==> src/rtl/pac_dir_queue_pkg.sv <==
// Shared types for the pac input-conditioning path: direction encoding,
// W/A/S/D keycodes and the opposite-direction helper.
package pac_pkg;

  typedef enum logic [2:0] {
    DIR_NONE  = 3'd0,
    DIR_UP    = 3'd1,
    DIR_DOWN  = 3'd2,
    DIR_LEFT  = 3'd3,
    DIR_RIGHT = 3'd4
  } dir_t;

  typedef enum logic {
    ST_EMPTY,
    ST_PENDING
  } state_t;

  localparam logic [15:0] KEY_W = 16'h001A;
  localparam logic [15:0] KEY_A = 16'h0004;
  localparam logic [15:0] KEY_S = 16'h0016;
  localparam logic [15:0] KEY_D = 16'h0007;

  function automatic dir_t opposite(input dir_t d);
    case (d)
      DIR_UP:    opposite = DIR_DOWN;
      DIR_DOWN:  opposite = DIR_UP;
      DIR_LEFT:  opposite = DIR_RIGHT;
      DIR_RIGHT: opposite = DIR_LEFT;
      default:   opposite = DIR_NONE;
    endcase
  endfunction

endpackage

==> src/rtl/pac_dir_queue_if.sv <==
// Bus between the keyboard/motion side and the direction queue.
interface pac_dir_queue_if;
  import pac_pkg::*;

  logic [15:0] keycode;
  logic [9:0]  pac_x;
  logic [9:0]  pac_y;
  dir_t        dir_cur;
  dir_t        dir_pend;
  logic [9:0]  step_x;
  logic [9:0]  step_y;
  logic        turn_pulse;

  modport master (
    output keycode, pac_x, pac_y,
    input  dir_cur, dir_pend, step_x, step_y, turn_pulse
  );

  modport slave (
    input  keycode, pac_x, pac_y,
    output dir_cur, dir_pend, step_x, step_y, turn_pulse
  );
endinterface

==> src/rtl/pac_dir_queue_key_decode.sv <==
// Raw 16-bit keycode to direction; anything other than W/A/S/D is no key.
module key_decode
  import pac_pkg::*;
(
  input  logic [15:0] keycode,
  output dir_t        dir
);
  always_comb begin
    case (keycode)
      KEY_W:   dir = DIR_UP;
      KEY_S:   dir = DIR_DOWN;
      KEY_A:   dir = DIR_LEFT;
      KEY_D:   dir = DIR_RIGHT;
      default: dir = DIR_NONE;
    endcase
  end
endmodule

==> src/rtl/pac_dir_queue.sv <==
// Buffers the latest W/A/S/D press and commits it when pac is tile-aligned,
// reversing, or stopped; drives the committed direction and per-axis steps.
module pac_dir_queue
  import pac_pkg::*;
#(
  parameter int TILE_LOG2   = 3,
  parameter int ALIGN_OFS   = 4,
  parameter int HOLD_FRAMES = 16,
  parameter int STEP        = 1
) (
  input  logic             frame_clk,
  input  logic             Reset_n,
  pac_dir_queue_if.slave   bus
);

  localparam logic [TILE_LOG2-1:0] ALIGN_V   = TILE_LOG2'(ALIGN_OFS);
  localparam logic [7:0]           HOLD_LAST = 8'(HOLD_FRAMES - 1);
  localparam logic [9:0]           STEP_P    = 10'(STEP);
  localparam logic [9:0]           STEP_N    = ~STEP_P + 10'd1;

  state_t     state;
  dir_t       dir_cur;
  dir_t       dir_pend;
  logic [7:0] timer;
  logic       turn_pulse;
  logic [9:0] step_x;
  logic [9:0] step_y;

  dir_t       key;
  logic       aligned;
  logic       commit;
  dir_t       dir_nxt;
  logic [9:0] step_x_nxt;
  logic [9:0] step_y_nxt;

  key_decode u_key_decode (
    .keycode (bus.keycode),
    .dir     (key)
  );

  assign aligned = (bus.pac_x[TILE_LOG2-1:0] == ALIGN_V) &&
                   (bus.pac_y[TILE_LOG2-1:0] == ALIGN_V);

  // Commit only ever happens out of PENDING; steps track the post-edge direction.
  assign commit  = (state == ST_PENDING) &&
                   (aligned || (dir_pend == opposite(dir_cur)) || (dir_cur == DIR_NONE));
  assign dir_nxt = commit ? dir_pend : dir_cur;

  always_comb begin
    step_x_nxt = '0;
    step_y_nxt = '0;
    case (dir_nxt)
      DIR_UP:    step_y_nxt = STEP_N;
      DIR_DOWN:  step_y_nxt = STEP_P;
      DIR_LEFT:  step_x_nxt = STEP_N;
      DIR_RIGHT: step_x_nxt = STEP_P;
      default:   ;
    endcase
  end

  always_ff @(posedge frame_clk or negedge Reset_n) begin
    if (!Reset_n) begin
      state      <= ST_EMPTY;
      dir_cur    <= DIR_NONE;
      dir_pend   <= DIR_NONE;
      timer      <= '0;
      turn_pulse <= 1'b0;
      step_x     <= '0;
      step_y     <= '0;
    end else begin
      turn_pulse <= 1'b0;
      step_x     <= step_x_nxt;
      step_y     <= step_y_nxt;
      case (state)
        ST_EMPTY: begin
          if (key != DIR_NONE && key != dir_cur) begin
            dir_pend <= key;
            timer    <= '0;
            state    <= ST_PENDING;
          end
        end
        ST_PENDING: begin
          if (commit) begin
            dir_cur    <= dir_pend;
            turn_pulse <= (dir_pend != dir_cur);
            // A different key on the commit edge becomes the next pending turn.
            if (key != DIR_NONE && key != dir_pend) begin
              dir_pend <= key;
              timer    <= '0;
            end else begin
              dir_pend <= DIR_NONE;
              state    <= ST_EMPTY;
            end
          end else if (key != DIR_NONE) begin
            dir_pend <= key;
            timer    <= '0;
          end else if (timer == HOLD_LAST) begin
            dir_pend <= DIR_NONE;
            state    <= ST_EMPTY;
          end else begin
            timer <= timer + 8'd1;
          end
        end
        default: state <= ST_EMPTY;
      endcase
    end
  end

  assign bus.dir_cur    = dir_cur;
  assign bus.dir_pend   = dir_pend;
  assign bus.step_x     = step_x;
  assign bus.step_y     = step_y;
  assign bus.turn_pulse = turn_pulse;

  // Only the in-tile offset bits of the position matter here.
  logic unused_pos;
  assign unused_pos = ^{bus.pac_x[9:TILE_LOG2], bus.pac_y[9:TILE_LOG2]};

endmodule

==> src/flat_wrapper.sv <==
// flat-port wrapper written by rule: the top's interface ports become plain ports
module pac_dir_queue_flat import pac_pkg::*;
#(
  parameter int TILE_LOG2   = 3,
  parameter int ALIGN_OFS   = 4,
  parameter int HOLD_FRAMES = 16,
  parameter int STEP        = 1
)
  (frame_clk, Reset_n, bus_keycode, bus_pac_x, bus_pac_y, bus_dir_cur, bus_dir_pend, bus_step_x, bus_step_y, bus_turn_pulse);
  pac_dir_queue_if bus_i ();
  input  logic frame_clk;
  input  logic Reset_n;
  input wire logic [$bits(bus_i.keycode)-1:0] bus_keycode;
  input wire logic [$bits(bus_i.pac_x)-1:0] bus_pac_x;
  input wire logic [$bits(bus_i.pac_y)-1:0] bus_pac_y;
  output wire logic [$bits(bus_i.dir_cur)-1:0] bus_dir_cur;
  output wire logic [$bits(bus_i.dir_pend)-1:0] bus_dir_pend;
  output wire logic [$bits(bus_i.step_x)-1:0] bus_step_x;
  output wire logic [$bits(bus_i.step_y)-1:0] bus_step_y;
  output wire logic [$bits(bus_i.turn_pulse)-1:0] bus_turn_pulse;
  assign bus_i.keycode = bus_keycode;
  assign bus_i.pac_x = bus_pac_x;
  assign bus_i.pac_y = bus_pac_y;
  assign bus_dir_cur = bus_i.dir_cur;
  assign bus_dir_pend = bus_i.dir_pend;
  assign bus_step_x = bus_i.step_x;
  assign bus_step_y = bus_i.step_y;
  assign bus_turn_pulse = bus_i.turn_pulse;
  pac_dir_queue #(.TILE_LOG2(TILE_LOG2), .ALIGN_OFS(ALIGN_OFS), .HOLD_FRAMES(HOLD_FRAMES), .STEP(STEP)) u_core (.frame_clk(frame_clk), .Reset_n(Reset_n), .bus(bus_i));
endmodule
==> config.mk <==
export PLATFORM = sky130hd
export DESIGN_NAME = pac_dir_queue_flat
export DESIGN_NICKNAME = d
export VERILOG_FILES = /design/src/rtl/pac_dir_queue_pkg.sv /design/src/rtl/pac_dir_queue_if.sv /design/src/rtl/pac_dir_queue_key_decode.sv /design/src/rtl/pac_dir_queue.sv /design/src/flat_wrapper.sv
export SDC_FILE = /design/constraint.sdc
export NUM_CORES = 1
export LEC_CHECK = 0
export BUFFER_PORTS_ARGS = -buffer_cell sky130_fd_sc_hd__buf_4
export CORE_MARGIN = 1.5
export CORE_UTILIZATION = 43
export DETAILED_ROUTE_END_ITERATION = 12
export PLACE_DENSITY = 0.84
export SYNTH_ARGS = -nofsm -noshare
export SYNTH_HDL_FRONTEND = slang
export SYNTH_HIERARCHICAL = 1
export SYNTH_SLANG_ARGS = --single-unit
==> constraint.sdc <==
create_clock -name frame_clk -period 2.3 [get_ports frame_clk]
set_clock_uncertainty 0.15 [all_clocks]
set_input_delay 0.23 -clock frame_clk [delete_from_list [all_inputs] [get_ports frame_clk]]
set_output_delay 0.23 -clock frame_clk [all_outputs]
set_load 0.01 [all_outputs]
Word-level counts from Yosys, hierarchy flattened
Index checks and enable logic that the tools add are counted.
{ "totals": {"reg_bits": 36, "in_bits": 38, "output_inout_bits": 27, "elab_cells": 67} }
{ "classes": {"n_addsub": 1, "n_eq_ne": 23, "n_mux": 25, "bitwise": 1, "n_reduce_logical": 10} }
{ "op_table": {"columns": ["op", "count"], "rows": [
  ["$mux W8", 5],
  ["$pmux W10 S2", 2],
  ["$eq A16 B3 Y1 const B", 2],
  ["$eq A16 B5 Y1 const B", 2],
  ["$pmux W3 S4", 2],
  ["$mux W3", 6],
  ["$pmux W8 S2", 1],
  ["$eq A3 B2 Y1 const B", 4],
  ["$eq A3 B3 Y1 const B", 4],
  ["$ne A3 B3 Y1", 3],
  ["$add A8 B1 Y8 const B", 1],
  ["$eq A8 B4 Y1 const B", 1],
  ["$ne A4 B4 Y1 const B", 2],
  ["$mux W1", 7],
  ["$eq A3 B1 Y1 const B", 2],
  ["$pmux W3 S2", 1],
  ["$logic_and A1 B1 Y1", 4],
  ["$eq A3 B3 Y1", 1],
  ["$logic_not A3 Y1", 1],
  ["$ne A3 B3 Y1 const B", 1],
  ["$reduce_and A3 Y1", 1],
  ["$reduce_bool A3 Y1", 1],
  ["$logic_or A1 B1 Y1", 2],
  ["$ne A2 B1 Y1 const B", 1],
  ["3 further kinds", 3]
]} }

Longest topological paths before layout
Gate-level depths: netlist of run 1.
{ "logic_depth": {"depth_word": 9, "mapped_depth": 11, "ltp_nobuf": 10} }

Cells and area by module
Netlist of run 1, hierarchy kept.
{ "modules_own_cells": {"columns": ["module", "instances", "cells_each", "area_per_inst_um2", "seq_area_each_um2"], "rows": [
  ["pac_dir_queue", 1, 153, 1422.6, 500.5],
  ["key_decode", 1, 12, 83.8, 0.0]
]} }

Least setup slack after synthesis of run 1
OpenSTA, ideal clock, no wires.
{ "synth_timing": {"path_type": "input to register", "startpoint": "input port bus_keycode[9]", "endpoint": "register u_core.timer[6]", "setup_ns": 0.126, "t_arrival_ns": 2.389, "required_ns": 2.024, "path_slack_ns": -0.365, "cell_stages": 10, "path_buffers": 1, "path_cell_list": "nor4_1 > nand3_1 > nor4_1 > buf_2 > o21ai_0 > o221ai_1 > o21ai_0 > a211oi_1 > nand2_2 > a221o_1"} }
{ "synth_via": {"elab_chain_cells": 6, "word_cells_on_any_way": 17, "classes_between": "9 x eq/ne; 4 x mux; 4 x reduce/logical"} }
{ "synth_lines": {"columns": ["element", "line", "text"], "rows": [
  ["start: declaration", "flat_wrapper.sv:13", "input wire logic [$bits(bus_i.keycode)-1:0] bus_keycode;"],
  ["$eq A16 B3 Y1 / $eq A16 B5 Y1 (equally long branches)", "pac_dir_queue_key_decode.sv:9", "case (keycode)"],
  ["$pmux W3 S4 (*)", "pac_dir_queue_key_decode.sv:9", null],
  ["via u_core.key[2]", "pac_dir_queue.sv:29", "dir_t key;"],
  ["$ne A3 B3 Y1 (tied with other cells)", "pac_dir_queue.sv:87", "if (key != DIR_NONE && key != dir_pend) begin"],
  ["$logic_and A1 B1 Y1 (tied with other cells)", "pac_dir_queue.sv:87", null],
  ["$ne A3 B3 Y1 (no line) (tied with other cells)", null, null],
  ["$reduce_and A3 Y1 (no line) / $pmux W8 S2 (equally long branches)", null, null],
  ["end signal: assignment", "pac_dir_queue.sv:101", "timer <= timer + 8'd1;"],
  ["end: declaration", "pac_dir_queue.sv:24", "logic [7:0] timer;"]
]} }
The timed path passes the listed nets; every way through them passes the cells marked *.
A chain may end at the register's enable or synchronous reset.

Worst setup path after layout of run 1
{ "layout_timing": {"startpoint": "input port bus_keycode[13]", "endpoint": "register u_core.dir_pend[0] (netlist: u_core/bus.dir_pend[0])"} }
{ "layout_via": {"elab_chain_cells": 7, "word_cells_on_any_way": 18, "classes_between": "8 x eq/ne; 6 x mux; 4 x reduce/logical"} }
{ "layout_lines": {"columns": ["element", "line", "text"], "rows": [
  ["$eq A16 B3 Y1 / $eq A16 B5 Y1 (equally long branches)", "pac_dir_queue_key_decode.sv:9", null],
  ["$pmux W3 S4 (*)", "pac_dir_queue_key_decode.sv:9", null],
  ["via u_core.key[2]", "pac_dir_queue.sv:29", null],
  ["$ne A3 B3 Y1 / $reduce_bool A3 Y1 (equally long branches)", "pac_dir_queue.sv:87, pac_dir_queue.sv:76, pac_dir_queue.sv:94", null],
  ["$logic_and A1 B1 Y1", "pac_dir_queue.sv:87", null],
  ["$mux W3", "pac_dir_queue.sv:87", null],
  ["$mux W3", "pac_dir_queue.sv:83", "if (commit) begin"],
  ["$pmux W3 S2", "pac_dir_queue.sv:74", "case (state)"],
  ["end signal: assignment", "pac_dir_queue.sv:77", "dir_pend <= key;"],
  ["end signal: assignment", "pac_dir_queue.sv:88", "dir_pend <= key;"],
  ["end signal: assignment", "pac_dir_queue.sv:95", "dir_pend <= key;"],
  ["end: declaration", "pac_dir_queue.sv:23", "dir_t dir_pend;"]
]} }
The timed path passes the listed nets; every way through them passes the cells marked *. The select of a mux whose other input is x is not followed.

==> results of run 1 <==
cell families after synthesis:
group | share of synthesized area, %
DFF | 33.2
muxes | 4.32
xor gates and xnor gates | 4.65
AOI/OAI and AO/OA | 19.3
and+or+nand+nor | 25.0
adders and majority gates | 0.830
buffers and inverters | 12.7
worst paths after layout:
path	to	slack (ns)	depth (start not counted)
setup / recovery	u_core/bus.dir_pend[0]	-0.19	11
hold / removal	u_core/bus.step_y[0]	0.17	2
setup reg to reg	u_core/timer[6]	0.03	6
hold reg to reg	u_core/timer[1]	0.41	1
max in group asynchronous	u_core/timer[2]	1.62	2
min in group frame_clk	u_core/timer[1]	0.41	1
critical path, cell delays in order:
cell      delay [ns]
buf_6           0.10
nor4_4          0.30
nand3_2         0.15
nor4_4          0.40
buf_4           0.19
buf_2           0.15
nand4b_1        0.12
a311oi_2        0.39
a21oi_2         0.10
and2_4          0.20
a22o_1          0.20
final cells by class:
class | instances | area (µm²)
Fill cell | 253 | 1060
Multi-Input combinational cell | 114 | 970
Timing Repair Buffer | 85 | 673
Sequential cell | 20 | 500
Tap cell | 46 | 57.6
Clock inverter | 1 | 30.0
Clock buffer | 3 | 22.5
Inverter | 6 | 22.5
state kept, by name, indices dropped and copies added, names as in the netlist:
name	flops
u_core/bus.dir_cur	3
u_core/bus.step_x	2
u_core/timer	8
u_core/bus.dir_pend	3
u_core/bus.turn_pulse	1
u_core/state	1
u_core/bus.step_y	2
layout by cell type (no fill, tap or decap), types with 2 or more instances in the layout:
master / Yosys / routed
nor4_1: 8 / 3
buf_4: 16 / 77
o21ai_1: 2 / 2
inv_1: 6 / 5
o221ai_2: 0 / 2
a211oi_1: 3 / 2
nand3_1: 6 / 5
mux2i_2: 0 / 2
nand2_2: 1 / 2
nor3b_1: 3 / 2
xnor2_1: 6 / 5
nor4_4: 0 / 4
o21ai_0: 7 / 4
a31oi_1: 2 / 2
xor2_1: 2 / 2
o211ai_1: 2 / 2
nor2_1: 13 / 12
nor2b_1: 3 / 3
and2_1: 3 / 2
nand4b_1: 3 / 3
dfrtp_1: 20 / 20
buf_6: 1 / 4
a22o_1: 5 / 5
a21oi_1: 5 / 4
clkbuf_4: 0 / 3
o21ai_2: 1 / 3
nand2_1: 3 / 2
and3_1: 7 / 7
mux2_2: 3 / 3
power breakdown:
| part | switching [mW] | internal, mW |
|---|---|---|
| Combinational | 0.0344 | 0.0432 |
| Clock | 0.113 | 0.176 |
| Sequential | 0.00635 | 0.357 |
metal layers:
layer  vias up  part of all wire [%]  GRT usage, %
met5         -                     0             0
met1       764                    39          24.6
met3        16                   5.7          4.89
met2        65                    52          41.0
met4         0                   3.2          6.67
li1        722                     -             -
stage by stage:
stage | TNS, ns | worst slack (ns) | cell area (µm²) | util (%) | instances
detailed placement | -5.23 | -0.516 | 2030 | 60.8 | 263
CTS | -0.0964 | -0.0381 | 2200 | 66.0 | 273
global route | -2.61 | -0.320 | 2280 | 68.2 | 275
global placement | -3.45 | -0.367 | 2030 | 60.8 | 263
floorplan | -0.675 | -0.119 | 1570 | - | 165
finish | -1.38 | -0.187 | 2280 | 68.2 | 275
repair_timing:
action | CTS | global route
hold endpoints to repair | 20 | 0
gates cloned | 1 | 0
hold buffers | 1 | 0
buffers inserted | 4 | 2
pin swaps | 7 | 15
gates resized for setup | 15 | 14
setup endpoints to repair | 11 | 17
==> reports/metrics.csv, run 1 <==
stage,metric,value,unit
power,power,730,µW
cts,clock_latency,0.30,ns
die,die_w,62.2,µm
min_path,hold_class,in -> async,
timing,setup_violations,12,
route,viasPerCell,5.70,
die,num_rows,21,
power,peakVddDrop,275,µV
timing,rsz0062_at_grt,true,
route,vias,1567,
critical_path,worst-setup-path-type,in -> reg,
yosys,syn_area_per_cell,9.13,µm²
yosys,ys_seq_elements,20,
run,maxCapViolCount,0,
critical_path,end_kind,flop,
yosys,ys_async_sr_fraction,100,%
critical_path,cp_max_fo,5,
die,die_h,62.2,µm
yosys,synth_edf_count,0,
timing,relSlewSlack,58.7,%
die,start_util,45.1,%
cells_and_area,drive_above_1_share,53.7,%
cells_and_area,nets,269,
global_route,gr-total-overflow,0,
critical_path,critPathArrivalTime,2.54,ns
yosys,synth_fp_nets,204,
placed_design,dp_hpwl,2980,µm
critical_path,required,2.35,ns
timing,worst_pin_slew,0.614,ns
power,p_per_area,321,mW/mm²
timing,timing.final.ws_setup,-0.187,ns
cts,clockBufferDepth,2,
yosys,yosysSeqAreaShare,33.2,%
global_route,antenna_found_initial,0,
cells_and_area,antenna_cells,0,
global_route,track_usage,21.9,%
cts,clk_pin_slew_worst_paths,0.12,ns
cts,cts-buffers-inserted,3,
die,core-area,0.00334,mm²
placed_design,io_buffers,50,
yosys,postSynthCellCount,165,
yosys,netlist_area,0.00151,mm²
route,routed_wl,4310,µm
route,drc,0,
yosys,ys.flop_type,dfrtp_1,
timing,slew_viol_final,0,
status,violations,negative setup slack,
route,antenna_left,0,
cts,tritoncts,yes,
timing,clock.fmax,402,MHz
yosys,synth_top_area_share,33.2,%
power,total_leakage_power,1.09,nW
route,dr.pass1.iters,5,
critical_path,startpoint,bus_keycode[13],
yosys,yosys_warnings,6,
critical_path,r2r-start,u_core/bus.dir_cur[1],
yosys,ys_types,50,
global_route,grt_pass1_vias,1530,
die,die-area,0.00387,mm²
cts,cts.htree.levels,1,
yosys,yosysMostFrequentCell,dfrtp_1,
die,ios,65,
route,drtIter0Drc,64,
timing,holdWs,0.166,ns
timing,hold_violations,0,
timing,finalCriticalPeriod,2.49,ns
placed_design,place_congestion,0.882,
yosys,synth_area_leaders,"dfrtp_1 (33%), buf_4 (8.0%), xnor2_1 (3.5%)",
cells_and_area,syn2layout_area_growth,51.1,%
cts,cts_num_sinks,20,
global_route,grt_pass1_wl,6870,µm
critical_path,cp-start-kind,primary input,
yosys,synthTopCellsByCount,"dfrtp_1 (20), buf_4 (16), nor2_1 (13)",
global_route,grt_max_degree,21,
timing,period_share,108,%
route,post_drt_wl_per_cell,15.7,µm
yosys,yosysTopAreaCell,dfrtp_1,
status,run_status,"complete, but fails checks",
cts,cts_root_buffer,clkbuf_4,
Note: power is estimated with default switching activity, not from simulation.
==> run 2, diff against run 1 <==
ABC_AREA = 1   (was not set)
CORE_UTILIZATION = 44   (was 43)
PLACE_DENSITY = 0.85   (was 0.84)
SYNTH_HIERARCHICAL = not set   (was 1)
clock period = 2.21 ns   (was 2.3 ns; I/O delays follow)
==> run 2 against run 1 <==
The run now ends clean. Critical path type is now reg -> reg. Synthesized area increased by 5.1%. Sequential cell count unchanged. Critical path depth unchanged. Worst hold slack got worse by 0.0097 ns. Routed wire length decreased by 31%. Global-route usage decreased by 5.2 points. Final cell count increased by 12%.
==> reports/metrics.csv, run 2 <==
stage,metric,value,unit,change
placed_design,dp_hpwl,2390,µm,was 2980 µm
timing,clock.fmax,531,MHz,
yosys,yosysSeqAreaShare,31.6,%,was 33.2%
global_route,grt_pass1_wl,5520,µm,was 6870 µm
route,post_drt_wl_per_cell,9.61,µm,was 15.7 µm
die,die_w,63,µm,was 62.2 µm
yosys,synth_edf_count,0,,unchanged
route,antenna_left,0,,unchanged
die,num_rows,21,,unchanged
route,vias,1451,,was 1567
cells_and_area,fill_cells,319,,was 253
cts,cts.htree.levels,1,,unchanged
timing,setup_violations,0,,was 12
critical_path,worst-setup-path-type,reg -> reg,,was in -> reg
global_route,antenna_found_initial,0,,unchanged
global_route,grt_max_degree,21,,unchanged
yosys,yosysMostFrequentCell,nand2_1,,was dfrtp_1
yosys,synth_fp_nets,264,,was 204
die,ios,65,,unchanged
global_route,grt_pass1_vias,1372,,was 1530
min_path,hold_class,in -> async,,unchanged
timing,final.setup.tns,0,ns,was -1.38 ns
cts,clk_pin_slew_worst_paths,0.11,ns,was 0.12 ns
placed_design,place_congestion,0.828,,was 0.882
cells_and_area,antenna_cells,0,,unchanged
cts,cts_root_buffer,clkbuf_4,,unchanged
cells_and_area,largestRegisters,"u_core.timer x8, u_core.bus.dir_cur x3, u_core.bus.dir_pend x3",,"was u_core/timer x8, u_core/bus.dir_cur x3, u_core/bus.dir_pend x3"
placed_design,place_inst,304,,was 263
cts,post-cts-setup-buffers,0,,was 4
cells_and_area,layout_commonest_cell,nand2_1,,was buf_4
die,die-area,0.00397,mm²,was 0.00387 mm²
timing,slew_viol_final,0,,unchanged
cells_and_area,nets,303,,was 269
critical_path,end_kind,flop,,unchanged
yosys,synth_area_leaders,"dfrtp_1 (32%), nand2_1 (15%), buf_4 (7.6%)",,"was dfrtp_1 (33%), buf_4 (8.0%), xnor2_1 (3.5%)"
global_route,track_usage,16.7,%,was 21.9%
power,power_switching,136,µW,was 154 µW
power,total_leakage_power,1.05,nW,was 1.09 nW
cells_and_area,largest_reg_flops,8,,unchanged
yosys,synthTopCellsByCount,"nand2_1 (62), nor2_1 (29), dfrtp_1 (20)",,"was dfrtp_1 (20), buf_4 (16), nor2_1 (13)"
critical_path,critPathArrivalTime,1.93,ns,was 2.54 ns
cts,cts_num_sinks,20,,unchanged
yosys,yosysTopAreaCell,dfrtp_1,,unchanged
yosys,syn_area_per_cell,7.04,µm²,was 9.13 µm²
yosys,ys_types,28,,was 50
route,drtIter0Drc,77,,was 64
power,peakVddDrop,295,µV,was 275 µV
route,viasPerCell,4.70,,was 5.70
cts,clockBufferDepth,2,,unchanged
cells_and_area,final_cell_mix,"nand2_1 (62), buf_4 (50), nor2_1 (29)",,"was buf_4 (77), dfrtp_1 (20), nor2_1 (12)"
power,p_seq_share,57.5,%,was 49.7%
yosys,ys_async_sr_fraction,100,%,unchanged
power,swShare,21.4,%,was 21.1%
cells_and_area,drive_above_1_share,34.2,%,was 53.7%
cells_and_area,regMostFlops,u_core.timer,,was u_core/timer
yosys,ys.flop_type,dfrtp_1,,unchanged
die,start_util,46.7,%,was 45.1%
yosys,postSynthCellCount,225,,was 165
global_route,gr-total-overflow,0,,unchanged
timing,rsz0062_at_grt,false,,was true
critical_path,cp_max_fo,8,,was 5
critical_path,required,2.26,ns,was 2.35 ns
power,p_clk_share,32.9,%,was 39.6%
power,power,636,µW,was 730 µW
power,p_per_area,329,mW/mm²,was 321 mW/mm²
timing,period_share,85.2,%,
cells_and_area,multi_input_area,866,µm²,was 970 µm²
cts,clock_latency,0.30,ns,about the same
critical_path,cp-start-kind,flop,,was primary input
cells_and_area,register_area,500,µm²,unchanged
yosys,synth_top_area_share,31.6,%,was 33.2%
status,run_status,completed,,"was complete, but fails checks"
cts,tritoncts,yes,,unchanged
die,core-area,0.00339,mm²,was 0.00334 mm²
yosys,netlist_area,0.00158,mm²,was 0.00151 mm²
route,drc,0,,unchanged
cells_and_area,syn2layout_area_growth,22.0,%,was 51.1%
cells_and_area,instances_no_fill,309,,was 275
timing,relSlewSlack,76.2,%,was 58.7%
yosys,ys_seq_elements,20,,unchanged
die,die_h,63,µm,was 62.2 µm
yosys,yosys_warnings,0,,was 6
placed_design,io_buffers,50,,unchanged
run,maxCapViolCount,0,,unchanged
cts,cts-buffers-inserted,3,,unchanged
power,p_int,500,µW,was 576 µW
timing,hold_violations,0,,unchanged
cts,cts_resized,0,,was 15
cells_and_area,utilization,57.0,%,was 68.2%
route,dr.pass1.iters,4,,was 5
timing,worst_pin_slew,0.356,ns,was 0.614 ns
power,pwr-share-comb,9.6,%,was 10.6%
timing,finalCriticalPeriod,1.88,ns,
cts,holdBufCountCts,1,,unchanged
route,routed_wl,2970,µm,was 4310 µm
run 2: cell types whose count changed in the layout (fill, tap and decap cells not counted), moves of 6 or more:
cell	delta
nor2_1	+17
nand2_1	+60
nand3_1	+10
buf_4	-27
nand2_2	+11
and3_1	-7
nand4_1	+6
inv_1	+11
run 2: per-layer routing:
metal | track usage [%] | up-vias | wire, µm
met1 | 20.6 | 646 | 1360
met3 | 3.60 | 2 | 150
li1 | - | 773 | -
met5 | 0 | - | 0
met2 | 29.8 | 30 | 1450
met4 | 3.61 | 0 | 14
run 2: critical path, cell delays in order, from the launching register on:
cell	delay [ns]
dfrtp_1	0.46
inv_2	0.14
nand2_1	0.08
o21ai_1	0.12
nand2_1	0.06
nand2_1	0.08
nand2_2	0.07
nand2_2	0.08
nand2_4	0.08
o21ai_2	0.20
nor2_1	0.09
o21a_1	0.17
run 2: kinds of logic (layout without fill, tap and decap cells):
group | Yosys count | count (layout) | synth area share (%)
simple gates | 149 | 149 | 46.7
buf+inv | 40 | 78 | 13.7
flops | 20 | 20 | 31.6
compound gates | 10 | 10 | 4.42
xor+xnor | 5 | 5 | 2.76
fa+ha+maj | 1 | 1 | 0.790
run 2: power groups by stage:
stage / sequential (mW) / clock, mW / combinational (mW)
2_1_floorplan: 0.373 / 0 / 0.0172
3_3_place_gp: 0.373 / 0 / 0.0593
3_5_place_dp: 0.373 / 0 / 0.0604
4_1_cts: 0.366 / 0.219 / 0.0620
5_1_grt: 0.366 / 0.232 / 0.0694
6_report: 0.366 / 0.210 / 0.0607
run 2: stage by stage:
step | worst slack [ns] | hold slack, ns | instance area (µm²)
floorplan | 0.491 | -0.225 | 1580
global route | 0.133 | 0.172 | 1930
CTS | 0.326 | 0.159 | 1930
finish | 0.328 | 0.156 | 1930
detailed placement | 0.272 | -0.0377 | 1890
global placement | 0.276 | -0.0367 | 1890
run 2: final cells by class:
| class | instances | area share (%) |
|---|---|---|
| Clock buffer | 4 | 1.88 |
| Timing Repair Buffer | 51 | 19.9 |
| Sequential cell | 20 | 25.9 |
| Multi-Input combinational cell | 165 | 44.8 |
| Tap cell | 46 | 2.98 |
| Inverter | 23 | 4.47 |
run 2: final timing paths:
kind | cells past startpoint | startpoint | slack [ns] | endpoint
worst max-delay path | 11 | u_core.bus.dir_pend[0] | 0.33 | u_core.bus.step_x[0]
worst min-delay path | 2 | Reset_n | 0.16 | u_core.timer[2]
worst max register to register | 11 | u_core.bus.dir_pend[0] | 0.33 | u_core.bus.step_x[0]
worst min register to register | 2 | u_core.timer[6] | 0.37 | u_core.timer[6]
max in group asynchronous | 2 | Reset_n | 1.54 | u_core.timer[7]
min in group frame_clk | 6 | bus_keycode[8] | 0.24 | u_core.bus.dir_pend[1]
